==> src/rtl/inst_axi_rbridge_if.sv <==
// Fetch-side SRAM-like request channel plus AXI read (AR/R) channel for the instruction bridge.
// The master modport is the bridge itself; slave is the fetch stage / AXI memory environment.
interface inst_axi_rbridge_if;
  logic        inst_sram_req;
  logic        inst_sram_wr;
  logic [1:0]  inst_sram_size;
  logic [3:0]  inst_sram_wstrb;
  logic [31:0] inst_sram_addr;
  logic [31:0] inst_sram_wdata;
  logic        inst_sram_addr_ok;
  logic        inst_sram_data_ok;
  logic [31:0] inst_sram_rdata;
  logic        inst_bus_err;

  logic [3:0]  arid;
  logic [31:0] araddr;
  logic [7:0]  arlen;
  logic [2:0]  arsize;
  logic [1:0]  arburst;
  logic [1:0]  arlock;
  logic [3:0]  arcache;
  logic [2:0]  arprot;
  logic        arvalid;
  logic        arready;

  logic [3:0]  rid;
  logic [31:0] rdata;
  logic [1:0]  rresp;
  logic        rlast;
  logic        rvalid;
  logic        rready;

  modport master (
    input  inst_sram_req, inst_sram_wr, inst_sram_size, inst_sram_wstrb,
           inst_sram_addr, inst_sram_wdata,
    output inst_sram_addr_ok, inst_sram_data_ok, inst_sram_rdata, inst_bus_err,
    output arid, araddr, arlen, arsize, arburst, arlock, arcache, arprot, arvalid,
    input  arready,
    input  rid, rdata, rresp, rlast, rvalid,
    output rready
  );

  modport slave (
    output inst_sram_req, inst_sram_wr, inst_sram_size, inst_sram_wstrb,
           inst_sram_addr, inst_sram_wdata,
    input  inst_sram_addr_ok, inst_sram_data_ok, inst_sram_rdata, inst_bus_err,
    input  arid, araddr, arlen, arsize, arburst, arlock, arcache, arprot, arvalid,
    output arready,
    output rid, rdata, rresp, rlast, rvalid,
    input  rready
  );
endinterface

==> src/rtl/inst_axi_rbridge.sv <==
// Instruction-fetch bridge: converts SRAM-like read requests into single-beat AXI reads,
// keeping up to MAX_OUTST requests in flight and returning data in request order.
module inst_axi_rbridge #(
  parameter logic [3:0]  ARID_VAL  = 4'h0,
  parameter int unsigned MAX_OUTST = 2
) (
  input  logic               clk,
  input  logic               resetn,
  inst_axi_rbridge_if.master bus
);

  localparam int unsigned CNT_W  = 2;
  localparam int unsigned DATA_W = 32;

  typedef enum logic {
    AR_IDLE = 1'b0,
    AR_SEND = 1'b1
  } ar_state_t;

  ar_state_t         state;
  ar_state_t         state_nxt;
  logic [CNT_W-1:0]  outst_cnt;
  logic [CNT_W-1:0]  sent_cnt;
  logic [DATA_W-1:0] araddr_q;
  logic [2:0]        arsize_q;
  logic [DATA_W-1:0] rdata_q;
  logic              data_ok_q;
  logic              bus_err_q;

  logic              addr_ok_c;
  logic              arvalid_c;
  logic              ar_hs_c;
  logic              rready_c;
  logic              r_hs_c;
  logic              unused_ok;

  // State register
  always_ff @(posedge clk or negedge resetn) begin
    if (!resetn) state <= AR_IDLE;
    else         state <= state_nxt;
  end

  // Next-state logic
  always_comb begin
    state_nxt = state;
    case (state)
      AR_IDLE: if (addr_ok_c) state_nxt = AR_SEND;
      AR_SEND: if (ar_hs_c)   state_nxt = AR_IDLE;
      default: state_nxt = AR_IDLE;
    endcase
  end

  // Output decode: accept only in idle, with room for another outstanding read
  always_comb begin
    addr_ok_c = 1'b0;
    arvalid_c = 1'b0;
    case (state)
      AR_IDLE: addr_ok_c = bus.inst_sram_req & ~bus.inst_sram_wr &
                           (outst_cnt < CNT_W'(MAX_OUTST));
      AR_SEND: arvalid_c = 1'b1;
      default: begin
        addr_ok_c = 1'b0;
        arvalid_c = 1'b0;
      end
    endcase
  end

  assign ar_hs_c  = arvalid_c & bus.arready;
  assign rready_c = (outst_cnt != '0) && (sent_cnt != '0);
  assign r_hs_c   = bus.rvalid & rready_c;

  // Accepted-but-unreturned and sent-but-unreturned counters; +1/-1 together cancel
  always_ff @(posedge clk or negedge resetn) begin
    if (!resetn) begin
      outst_cnt <= '0;
      sent_cnt  <= '0;
    end else begin
      outst_cnt <= outst_cnt + CNT_W'(addr_ok_c) - CNT_W'(r_hs_c);
      sent_cnt  <= sent_cnt  + CNT_W'(ar_hs_c)   - CNT_W'(r_hs_c);
    end
  end

  // AR payload is captured at acceptance and held through AR_SEND
  always_ff @(posedge clk or negedge resetn) begin
    if (!resetn) begin
      araddr_q <= '0;
      arsize_q <= '0;
    end else if (addr_ok_c) begin
      araddr_q <= bus.inst_sram_addr;
      arsize_q <= {1'b0, bus.inst_sram_size};
    end
  end

  // R capture: data held until the next handshake, ok/err are one-cycle pulses
  always_ff @(posedge clk or negedge resetn) begin
    if (!resetn) begin
      rdata_q   <= '0;
      data_ok_q <= 1'b0;
      bus_err_q <= 1'b0;
    end else begin
      data_ok_q <= r_hs_c;
      bus_err_q <= r_hs_c & (bus.rresp != 2'b00);
      if (r_hs_c) rdata_q <= bus.rdata;
    end
  end

  assign bus.inst_sram_addr_ok = addr_ok_c;
  assign bus.inst_sram_data_ok = data_ok_q;
  assign bus.inst_sram_rdata   = rdata_q;
  assign bus.inst_bus_err      = bus_err_q;

  assign bus.arid    = ARID_VAL;
  assign bus.araddr  = araddr_q;
  assign bus.arlen   = 8'd0;
  assign bus.arsize  = arsize_q;
  assign bus.arburst = 2'b01;
  assign bus.arlock  = 2'b00;
  assign bus.arcache = 4'd0;
  assign bus.arprot  = 3'd0;
  assign bus.arvalid = arvalid_c;
  assign bus.rready  = rready_c;

  // Write payload and single-ID/single-beat R sideband carry no information here
  assign unused_ok = ^{bus.inst_sram_wstrb, bus.inst_sram_wdata, bus.rid, bus.rlast};

endmodule

==> src/flat_wrapper.sv <==
// flat-port wrapper written by rule: the top's interface ports become plain ports
module inst_axi_rbridge_flat 
#(
  parameter logic [3:0]  ARID_VAL  = 4'h0,
  parameter int unsigned MAX_OUTST = 2
)
  (clk, resetn, bus_inst_sram_req, bus_inst_sram_wr, bus_inst_sram_size, bus_inst_sram_wstrb, bus_inst_sram_addr, bus_inst_sram_wdata, bus_inst_sram_addr_ok, bus_inst_sram_data_ok, bus_inst_sram_rdata, bus_inst_bus_err, bus_arid, bus_araddr, bus_arlen, bus_arsize, bus_arburst, bus_arlock, bus_arcache, bus_arprot, bus_arvalid, bus_arready, bus_rid, bus_rdata, bus_rresp, bus_rlast, bus_rvalid, bus_rready);
  inst_axi_rbridge_if bus_i ();
  input  logic clk;
  input  logic resetn;
  input wire logic [$bits(bus_i.inst_sram_req)-1:0] bus_inst_sram_req;
  input wire logic [$bits(bus_i.inst_sram_wr)-1:0] bus_inst_sram_wr;
  input wire logic [$bits(bus_i.inst_sram_size)-1:0] bus_inst_sram_size;
  input wire logic [$bits(bus_i.inst_sram_wstrb)-1:0] bus_inst_sram_wstrb;
  input wire logic [$bits(bus_i.inst_sram_addr)-1:0] bus_inst_sram_addr;
  input wire logic [$bits(bus_i.inst_sram_wdata)-1:0] bus_inst_sram_wdata;
  output wire logic [$bits(bus_i.inst_sram_addr_ok)-1:0] bus_inst_sram_addr_ok;
  output wire logic [$bits(bus_i.inst_sram_data_ok)-1:0] bus_inst_sram_data_ok;
  output wire logic [$bits(bus_i.inst_sram_rdata)-1:0] bus_inst_sram_rdata;
  output wire logic [$bits(bus_i.inst_bus_err)-1:0] bus_inst_bus_err;
  output wire logic [$bits(bus_i.arid)-1:0] bus_arid;
  output wire logic [$bits(bus_i.araddr)-1:0] bus_araddr;
  output wire logic [$bits(bus_i.arlen)-1:0] bus_arlen;
  output wire logic [$bits(bus_i.arsize)-1:0] bus_arsize;
  output wire logic [$bits(bus_i.arburst)-1:0] bus_arburst;
  output wire logic [$bits(bus_i.arlock)-1:0] bus_arlock;
  output wire logic [$bits(bus_i.arcache)-1:0] bus_arcache;
  output wire logic [$bits(bus_i.arprot)-1:0] bus_arprot;
  output wire logic [$bits(bus_i.arvalid)-1:0] bus_arvalid;
  input wire logic [$bits(bus_i.arready)-1:0] bus_arready;
  input wire logic [$bits(bus_i.rid)-1:0] bus_rid;
  input wire logic [$bits(bus_i.rdata)-1:0] bus_rdata;
  input wire logic [$bits(bus_i.rresp)-1:0] bus_rresp;
  input wire logic [$bits(bus_i.rlast)-1:0] bus_rlast;
  input wire logic [$bits(bus_i.rvalid)-1:0] bus_rvalid;
  output wire logic [$bits(bus_i.rready)-1:0] bus_rready;
  assign bus_i.inst_sram_req = bus_inst_sram_req;
  assign bus_i.inst_sram_wr = bus_inst_sram_wr;
  assign bus_i.inst_sram_size = bus_inst_sram_size;
  assign bus_i.inst_sram_wstrb = bus_inst_sram_wstrb;
  assign bus_i.inst_sram_addr = bus_inst_sram_addr;
  assign bus_i.inst_sram_wdata = bus_inst_sram_wdata;
  assign bus_inst_sram_addr_ok = bus_i.inst_sram_addr_ok;
  assign bus_inst_sram_data_ok = bus_i.inst_sram_data_ok;
  assign bus_inst_sram_rdata = bus_i.inst_sram_rdata;
  assign bus_inst_bus_err = bus_i.inst_bus_err;
  assign bus_arid = bus_i.arid;
  assign bus_araddr = bus_i.araddr;
  assign bus_arlen = bus_i.arlen;
  assign bus_arsize = bus_i.arsize;
  assign bus_arburst = bus_i.arburst;
  assign bus_arlock = bus_i.arlock;
  assign bus_arcache = bus_i.arcache;
  assign bus_arprot = bus_i.arprot;
  assign bus_arvalid = bus_i.arvalid;
  assign bus_i.arready = bus_arready;
  assign bus_i.rid = bus_rid;
  assign bus_i.rdata = bus_rdata;
  assign bus_i.rresp = bus_rresp;
  assign bus_i.rlast = bus_rlast;
  assign bus_i.rvalid = bus_rvalid;
  assign bus_rready = bus_i.rready;
  inst_axi_rbridge #(.ARID_VAL(ARID_VAL), .MAX_OUTST(MAX_OUTST)) u_core (.clk(clk), .resetn(resetn), .bus(bus_i));
endmodule
==> config.mk <==
export PLATFORM = sky130hd
export DESIGN_NAME = inst_axi_rbridge_flat
export DESIGN_NICKNAME = d
export VERILOG_FILES = /design/src/rtl/inst_axi_rbridge_if.sv /design/src/rtl/inst_axi_rbridge.sv /design/src/flat_wrapper.sv
export SDC_FILE = /design/constraint.sdc
export NUM_CORES = 1
export LEC_CHECK = 0
export CORE_MARGIN = 5
export CORE_UTILIZATION = 34
export CTS_CLUSTER_DIAMETER = 50
export CTS_CLUSTER_SIZE = 14
export DETAILED_ROUTE_END_ITERATION = 8
export MAX_ROUTING_LAYER = met4
export PLACE_DENSITY_LB_ADDON = 0.15
export SYNTH_ARGS = -nofsm -noshare
export SYNTH_HDL_FRONTEND = slang
export SYNTH_SLANG_ARGS = --single-unit
==> constraint.sdc <==
create_clock -name clk -period 2.7 [get_ports clk]
set_clock_uncertainty 0.15 [all_clocks]
set_input_delay 0.54 -clock clk [delete_from_list [all_inputs] [get_ports clk]]
set_output_delay 0.54 -clock clk [all_outputs]
set_load 0.005 [all_outputs]
# [After elaboration in Yosys (flattened, before gate mapping)]
# Cells that the tools add are included.
[totals] regBits=73 in_bits=115 wordCells=29
[classes] addsub=4 magnitude_cmp=1 n_mux=5 bitwise=7 reduce_logical=4
[ops] operator="nonzero test 2 bit" count=3
[ops] operator="AND 1 bit" count=5
[ops] operator="adder 2 x 1 -> 2 bit" count=2
[ops] operator="2-to-1 mux 1 bit" count=4
[ops] operator="subtractor 2 x 1 -> 2 bit" count=2
[ops] operator="less-than comparator 2 bit (second input constant)" count=1
[ops] operator="inverter 1 bit" count=2
[ops] operator="case mux 1 bit (2 select lines)" count=1
[ops] operator="logical AND 1 bit" count=1

# [Logic depth before layout (Yosys ltp)]
# Gate-level depths: netlist of run 1.
[depth] word_depth=6 mapped_depth=8 mapped_depth_nobuf=7

# [Worst setup path before layout of run 1]
# Ideal clock, no wire load.
[synth_path] path_kind="input-to-reg" from="input bus_inst_sram_wr" to="register u_core.outst_cnt[1]" setup_time_ps=124 t_arrival_ps=1834 path_slack_ps=592 stages=6 path_buffers=0 path_cell_list="or4b_4 > ha_1 > inv_1 > ha_1 > xnor2_1 > xnor2_1"
[synth_via] elab_chain_cells=6
[synth_lines] element="start, declared" line="flat_wrapper.sv:12" text="input wire logic [$bits(bus_i.inst_sram_wr)-1:0] bus_inst_sram_wr;"
[synth_lines] element="inverter 1 bit" line="inst_axi_rbridge.sv:58" text="AR_IDLE: addr_ok_c = bus.inst_sram_req & ~bus.inst_sram_wr &"
[synth_lines] element="AND 1 bit (2 in series)" line="inst_axi_rbridge.sv:58"
[synth_lines] element="2-to-1 mux 1 bit" line="inst_axi_rbridge.sv:57" text="case (state)"
[synth_lines] element="adder 2 x 1 -> 2 bit" line="inst_axi_rbridge.sv:78" text="outst_cnt <= outst_cnt + CNT_W'(addr_ok_c) - CNT_W'(r_hs_c);"
[synth_lines] element="subtractor 2 x 1 -> 2 bit" line="inst_axi_rbridge.sv:78"
[synth_lines] element="end signal, assigned" line="inst_axi_rbridge.sv:78"
[synth_lines] element="end, declared" line="inst_axi_rbridge.sv:22" text="logic [CNT_W-1:0] outst_cnt;"
# Every way passes these cells.
# A chain may end at the register's enable or synchronous reset.

# [Worst setup path in the final report of run 1]
[layout_path] from="input bus_inst_sram_wr" to="output bus_inst_sram_addr_ok"
[layout_via] elab_chain_cells=4
[layout_lines] element="inverter 1 bit" line="inst_axi_rbridge.sv:58"
[layout_lines] element="AND 1 bit (2 in series)" line="inst_axi_rbridge.sv:58"
[layout_lines] element="2-to-1 mux 1 bit" line="inst_axi_rbridge.sv:57"
[layout_lines] element="end, declared" line="flat_wrapper.sv:17" text="output wire logic [$bits(bus_i.inst_sram_addr_ok)-1:0] bus_inst_sram_addr_ok;"
# Every way passes these cells.

==> results_dict.tcl, run 1 <==
set metrics [dict create \
    dp_hpwl_um 5110 \
    startpoint_type "primary input" \
    p_leak_nw 2.10 \
    diodes 0 \
    cpPeakStageDelay_ns 0.57 \
    grt_max_degree 38 \
    wl_um 7010 \
    r2r_slack_ns 0.46 \
    r2r-end "u_core.bus.arsize[0]$_DFFE_PN0P_" \
    crit_fanout 2 \
    post_cts_buffers 0 \
    hold_buffers 0 \
    ys_seq_area_share_pct 58.7 \
    pre_cts_slack_ns -0.107 \
    dp.cells 443 \
    nets 462 \
    port_buffers 144 \
    grt_setup_unrepaired "false" \
    rows 35 \
    grt_pass1_wl_um 10800 \
    yosysWarnings 0 \
    worst_slack_ns 0.155 \
    critPathCaptureType "primary output" \
    cts_resized 1 \
    crit_buf_inv 3 \
    vias 1980 \
    drv_slew 0 \
    rr_startpoint "u_core.outst_cnt[1]$_DFF_PN0_" \
    yosys_register_bits 73 \
    synth_area_per_cell_um2 16.2 \
    die_h_um 106 \
    remaining_drc_errors 0 \
    cts_buffers 9 \
    die_x_um 106 \
    yosysUniqueCellTypes 17 \
    tritoncts "yes" \
    synthCells 192 \
    hold_path.class "primary input to async pin" \
    routedWlPerCell_um 15.3 \
    tightest_slew_ns 0.605 \
    start_util_pct 34.3 \
    core_area_um2 9060 \
    crit_required_ns 2.01 \
    max_freq_mhz 393 \
    root_buffer "clkbuf_8" \
    syn-cell-area_um2 3110 \
    die_area_um2 11200 \
    fin_crit_sh_pct 94.3 \
    clock-sinks 73 \
    powerDensity_nw_per_um2 1110 \
    ant_nets 0 \
    r2r_cells 4 \
    htree_levels 3 \
    nFillCells 796 \
    cp.arrival_ns 1.86 \
    layout_min_cycle_time_ns 2.55 \
    setup_violations 0 \
    worstSetupPathType "primary input to primary output" \
    grt_pass1_vias 2034 \
    grt_antenna_before_repair 0 \
    crit_family "buffers and inverters" \
    vias_per_cell 4.31 \
    gp_congestion 0.723 \
    ctsLongestPathBuffers 2 \
    area_delta_synth_final_pct 55.0 \
    drive_gt1_share_pct 25.6 \
    overflow 0 \
    path_clk_slew_ns 0.08 \
    crit_chain "clkdlybuf4s50_1 > or4b_4 > clkinv_4 > dlygate4sd2_1" \
    slowest_stage "or4b_4" \
    insertion_delay_ns 0.34 \
    drt_pass1_iterations 3 \
    cap_violations 0 \
    status "finished clean" \
    maxSlewHeadroom_pct 59.7 \
    track_usage_pct 12.7 \
    drt_iter0_markers 19 \
    io_pins 210 \
    irDropWorstVdd_uv 450 \
    hold_viol 0 \
    instances_no_fill 459 \
]
## state kept, by name, indices dropped and copies added (netlist names)
signal / cells
u_core.bus.araddr: 32
u_core.state: 1
u_core.bus.inst_sram_data_ok: 1
u_core.bus.inst_bus_err: 1
u_core.outst_cnt: 2
u_core.bus.arsize: 2
u_core.bus.inst_sram_rdata: 32
u_core.sent_cnt: 2
## cell families after synthesis
group                      count (synthesis)  synth area share (%)
xor gates and xnor gates                   4                  1.13
and+or+nand+nor                            4                 0.885
other                                      2                 0.241
AOI/OAI and AO/OA                          3                 0.925
muxes                                     66                  27.4
adders and majority gates                  4                  1.61
DFF                                       73                  58.7
buffers and inverters                     36                  9.09
## worst max-delay path by stage
| stage | slack, ns | cells after the start | end | startpoint |
|---|---|---|---|---|
| after floorplan | 0.59 | 6 | u_core.outst_cnt[1]$_DFF_PN0_ | bus_inst_sram_wr |
| after global placement | -0.11 | 4 | bus_inst_sram_addr_ok | bus_inst_sram_wr |
| after detailed placement | -0.11 | 4 | bus_inst_sram_addr_ok | bus_inst_sram_wr |
| after CTS | 0.15 | 4 | bus_inst_sram_addr_ok | bus_inst_sram_wr |
| after global routing | 0.11 | 4 | bus_inst_sram_addr_ok | bus_inst_sram_wr |
| final | 0.15 | 4 | bus_inst_sram_addr_ok | bus_inst_sram_wr |
## cells in the mapped netlist (all sizes together)
master / n / share of area [%]
and2: 1 / 0.20
o221ai: 1 / 0.48
o22a: 1 / 0.28
mux2: 66 / 27
inv: 5 / 0.60
nor2: 2 / 0.24
clkinv: 1 / 0.28
ha: 4 / 1.6
dfrtp: 73 / 59
or4b: 1 / 0.44
o21ai: 1 / 0.16
conb: 2 / 0.24
buf: 30 / 8.2
xnor2: 4 / 1.1
## metal layers
layer	up-vias	share of wire, %	global-route usage [%]
li1	902	-	-
met1	987	42	16.0
met2	77	50	19.7
met3	14	4.7	2.88
met4	0	2.3	5.92
met5	-	0	-
## layout make-up
type / instances / area, um^2 / share of cell area [%]
Clock inverter: 4 / 98.8 / 2.05
Multi-Input combinational cell: 105 / 1090 / 22.7
Tap cell: 111 / 139 / 2.88
Inverter: 6 / 27.5 / 0.571
Sequential cell: 73 / 1830 / 37.9
Timing Repair Buffer: 148 / 1480 / 30.7
Clock buffer: 12 / 155 / 3.22
## worst register-to-register path, stage by stage, from the launching register on
cell      delay, ns
dfrtp_1        0.45
or4b_4         0.57
clkinv_4       0.06
buf_4          0.49
mux2_2         0.42
## where the power goes
part	internal, mW	leakage, nW	switching, mW
Clock	0.667	0.127	0.405
Sequential	1.65	0.864	0.297
Combinational	1.67	1.11	0.660
Total	3.99	2.10	1.36
## per-stage QoR
stage               setup TNS, ns  total power [mW]  hold WS, ns  instance area, um^2  utilization [%]
finish                          0              5.35      0.00860                 4820             53.2
detailed placement          -1.02              4.34        0.341                 4570             50.4
global route                    0              5.67       0.0287                 4820             53.2
CTS                             0              5.45       0.0145                 4820             53.2
global placement           -0.605              4.31        0.336                 4570             50.4
floorplan                       0              2.98       0.0944                 3190                -
## placed cells by master, fill, tap and decap left out, types with 3 or more instances in the layout
cell             netlist  final
mux2_2                37     37
clkbuf_8               0     11
dfrtp_1               73     73
mux2_4                29     29
clkdlybuf4s50_1        0    142
conb_1                 2     24
inv_1                  5      5
ha_1                   4      4
buf_4                 24      4
xnor2_1                4      4
bufinv_16              0      3
No activity file was read; power rests on OpenSTA's default activity.
==> run 2, diff against run 1 <==
CTS_CLUSTER_DIAMETER = 60   (was 50)
==> results of run 2 <==
Same layout as run 1: the final DEF is identical, and so are final timing and power.
==> run 3, diff against run 2 <==
CTS_BUF_LIST = sky130_fd_sc_hd__clkbuf_2 sky130_fd_sc_hd__clkbuf_4 sky130_fd_sc_hd__clkbuf_8   (was not set)
==> run 3 against run 2 <==
- routed wire length unchanged
- non-clock buffer count is the same
- register-to-register slack about the same
- via count unchanged
- final cell count unchanged
- clock-buffer cell count unchanged
- fmax unchanged
- first-iteration DRC count is the same
- largest power group unchanged
==> results_dict.tcl, run 3 (same netlist as run 1, synthesis figures left out) <==
set metrics [dict create \
    core_area_um2 9060 \
    htree_levels 3 \
    crit_fanout 2 \
    critPathCaptureType "primary output" \
    instances_no_fill 459 \
    tightest_slew_ns 0.605 \
    vias 1980 \
    remaining_drc_errors 0 \
    power_switching_mw 1.36 \
    die_h_um 106 \
    cap_violations 0 \
    root_buffer "clkbuf_8" \
    grt_antenna_before_repair 0 \
    io_pins 210 \
    worst_slack_ns 0.155 \
    die_area_um2 11200 \
    p_leak_nw 2.11 \
    placed_area_um2 4570 \
    port_buffers 144 \
    powerDensity_nw_per_um2 1110 \
    die_x_um 106 \
    drt_pass1_iterations 3 \
    cts_buffers 9 \
    gp_congestion 0.723 \
    crit_required_ns 2.01 \
    dp_hpwl_um 5110 \
    final_area_um2 4830 \
    final_common_cell "clkdlybuf4s50_1" \
    ant_nets 0 \
    pre_cts_slack_ns -0.107 \
    startpoint_type "primary input" \
    insertion_delay_ns 0.34 \
    grt_pass1_vias 2034 \
    cts_resized 1 \
    irDropWorstVdd_uv 450 \
    status "finished clean" \
    start_util_pct 34.3 \
    rows 35 \
    dp.cells 443 \
    max_freq_mhz 393 \
    fin_crit_sh_pct 94.3 \
    nets 462 \
    wl_um 7010 \
    clock-sinks 73 \
    p_comb_share_pct 43.5 \
    total_power_mw 5.36 \
    hold_path.class "primary input to async pin" \
    diodes 0 \
    drv_slew 0 \
    grt_max_degree 38 \
    final_cell_mix "clkdlybuf4s50_1 (142), dfrtp_1 (73), mux2_2 (37)" \
    overflow 0 \
    grt_pass1_wl_um 10800 \
    swShare_pct 25.4 \
    internal_power_mw 4.00 \
    routedWlPerCell_um 15.3 \
    area_delta_synth_final_pct 55.1 \
    post_cts_buffers 0 \
    tns_ns 0 \
    worstSetupPathType "primary input to primary output" \
    seq_power_share_pct 36.3 \
    track_usage_pct 12.7 \
    hold_buffers 0 \
    drt_iter0_markers 19 \
    drive_gt1_share_pct 25.9 \
    cp.arrival_ns 1.86 \
    tritoncts "yes" \
    hold_viol 0 \
    grt_setup_unrepaired "false" \
    vias_per_cell 4.31 \
    setup_violations 0 \
    p_clk_share_pct 20.2 \
    maxSlewHeadroom_pct 59.7 \
    path_clk_slew_ns 0.08 \
    ctsLongestPathBuffers 2 \
    layout_min_cycle_time_ns 2.55 \
]
==> run 3: area by class of cell <==
type,count,area [um^2]
flip-flops and latches,73,1830
clock inverters,4,98.8
inverters,6,27.5
multi-input cells,105,1090
fillers,797,4240
well taps,111,139
clock buffers,12,159
repair buffers,148,1480
==> run 3: layer usage <==
layer | vias to the layer above | share of wire (%) | routed length (um) | track usage (%)
met5 | - | 0 | 0 | -
met4 | 0 | 2.3 | 163 | 5.92
met3 | 14 | 4.7 | 331 | 2.88
met2 | 77 | 50 | 3540 | 19.7
met1 | 987 | 42 | 2980 | 16.0
li1 | 902 | - | - | -
==> run 3: metrics by stage <==
| step | util [%] | hold slack [ns] |
|---|---|---|
| global placement | 50.4 | 0.336 |
| detailed placement | 50.4 | 0.341 |
| floorplan | - | 0.0944 |
| finish | 53.2 | 0.00859 |
| global route | 53.2 | 0.0287 |
| CTS | 53.2 | 0.0145 |
==> run 3: worst paths after layout <==
| path | to | cells after the start | slack [ns] | from |
|---|---|---|---|---|
| worst min-delay path | u_core.bus.arsize[0]$_DFFE_PN0P_ | 1 | 0.009 | resetn |
| worst max register to register | u_core.bus.arsize[0]$_DFFE_PN0P_ | 4 | 0.46 | u_core.outst_cnt[1]$_DFF_PN0_ |
| worst min register to register | u_core.bus.inst_sram_rdata[24]$_DFFE_PN0P_ | 1 | 0.36 | u_core.bus.inst_sram_rdata[24]$_DFFE_PN0P_ |
| max in group asynchronous | u_core.bus.inst_sram_rdata[6]$_DFFE_PN0P_ | 2 | 1.81 | resetn |
| worst max-delay path | bus_inst_sram_addr_ok | 4 | 0.15 | bus_inst_sram_wr |
| min in group clk | u_core.bus.inst_sram_rdata[24]$_DFFE_PN0P_ | 1 | 0.36 | u_core.bus.inst_sram_rdata[24]$_DFFE_PN0P_ |
==> run 3: power groups by stage <==
stage          Combinational [mW]  Sequential [mW]  Clock [mW]
6_report                     2.33             1.95        1.08
5_1_grt                      2.49             2.03        1.16
4_1_cts                      2.38             1.95        1.12
3_5_place_dp                 2.37             1.97           0
3_3_place_gp                 2.36             1.95           0
2_1_floorplan               0.989             1.99           0
==> run 3: critical path, stage by stage <==
cell and delay, ns:
clkdlybuf4s50_1 0.41, or4b_4 0.57, clkinv_4 0.06, dlygate4sd2_1 0.28
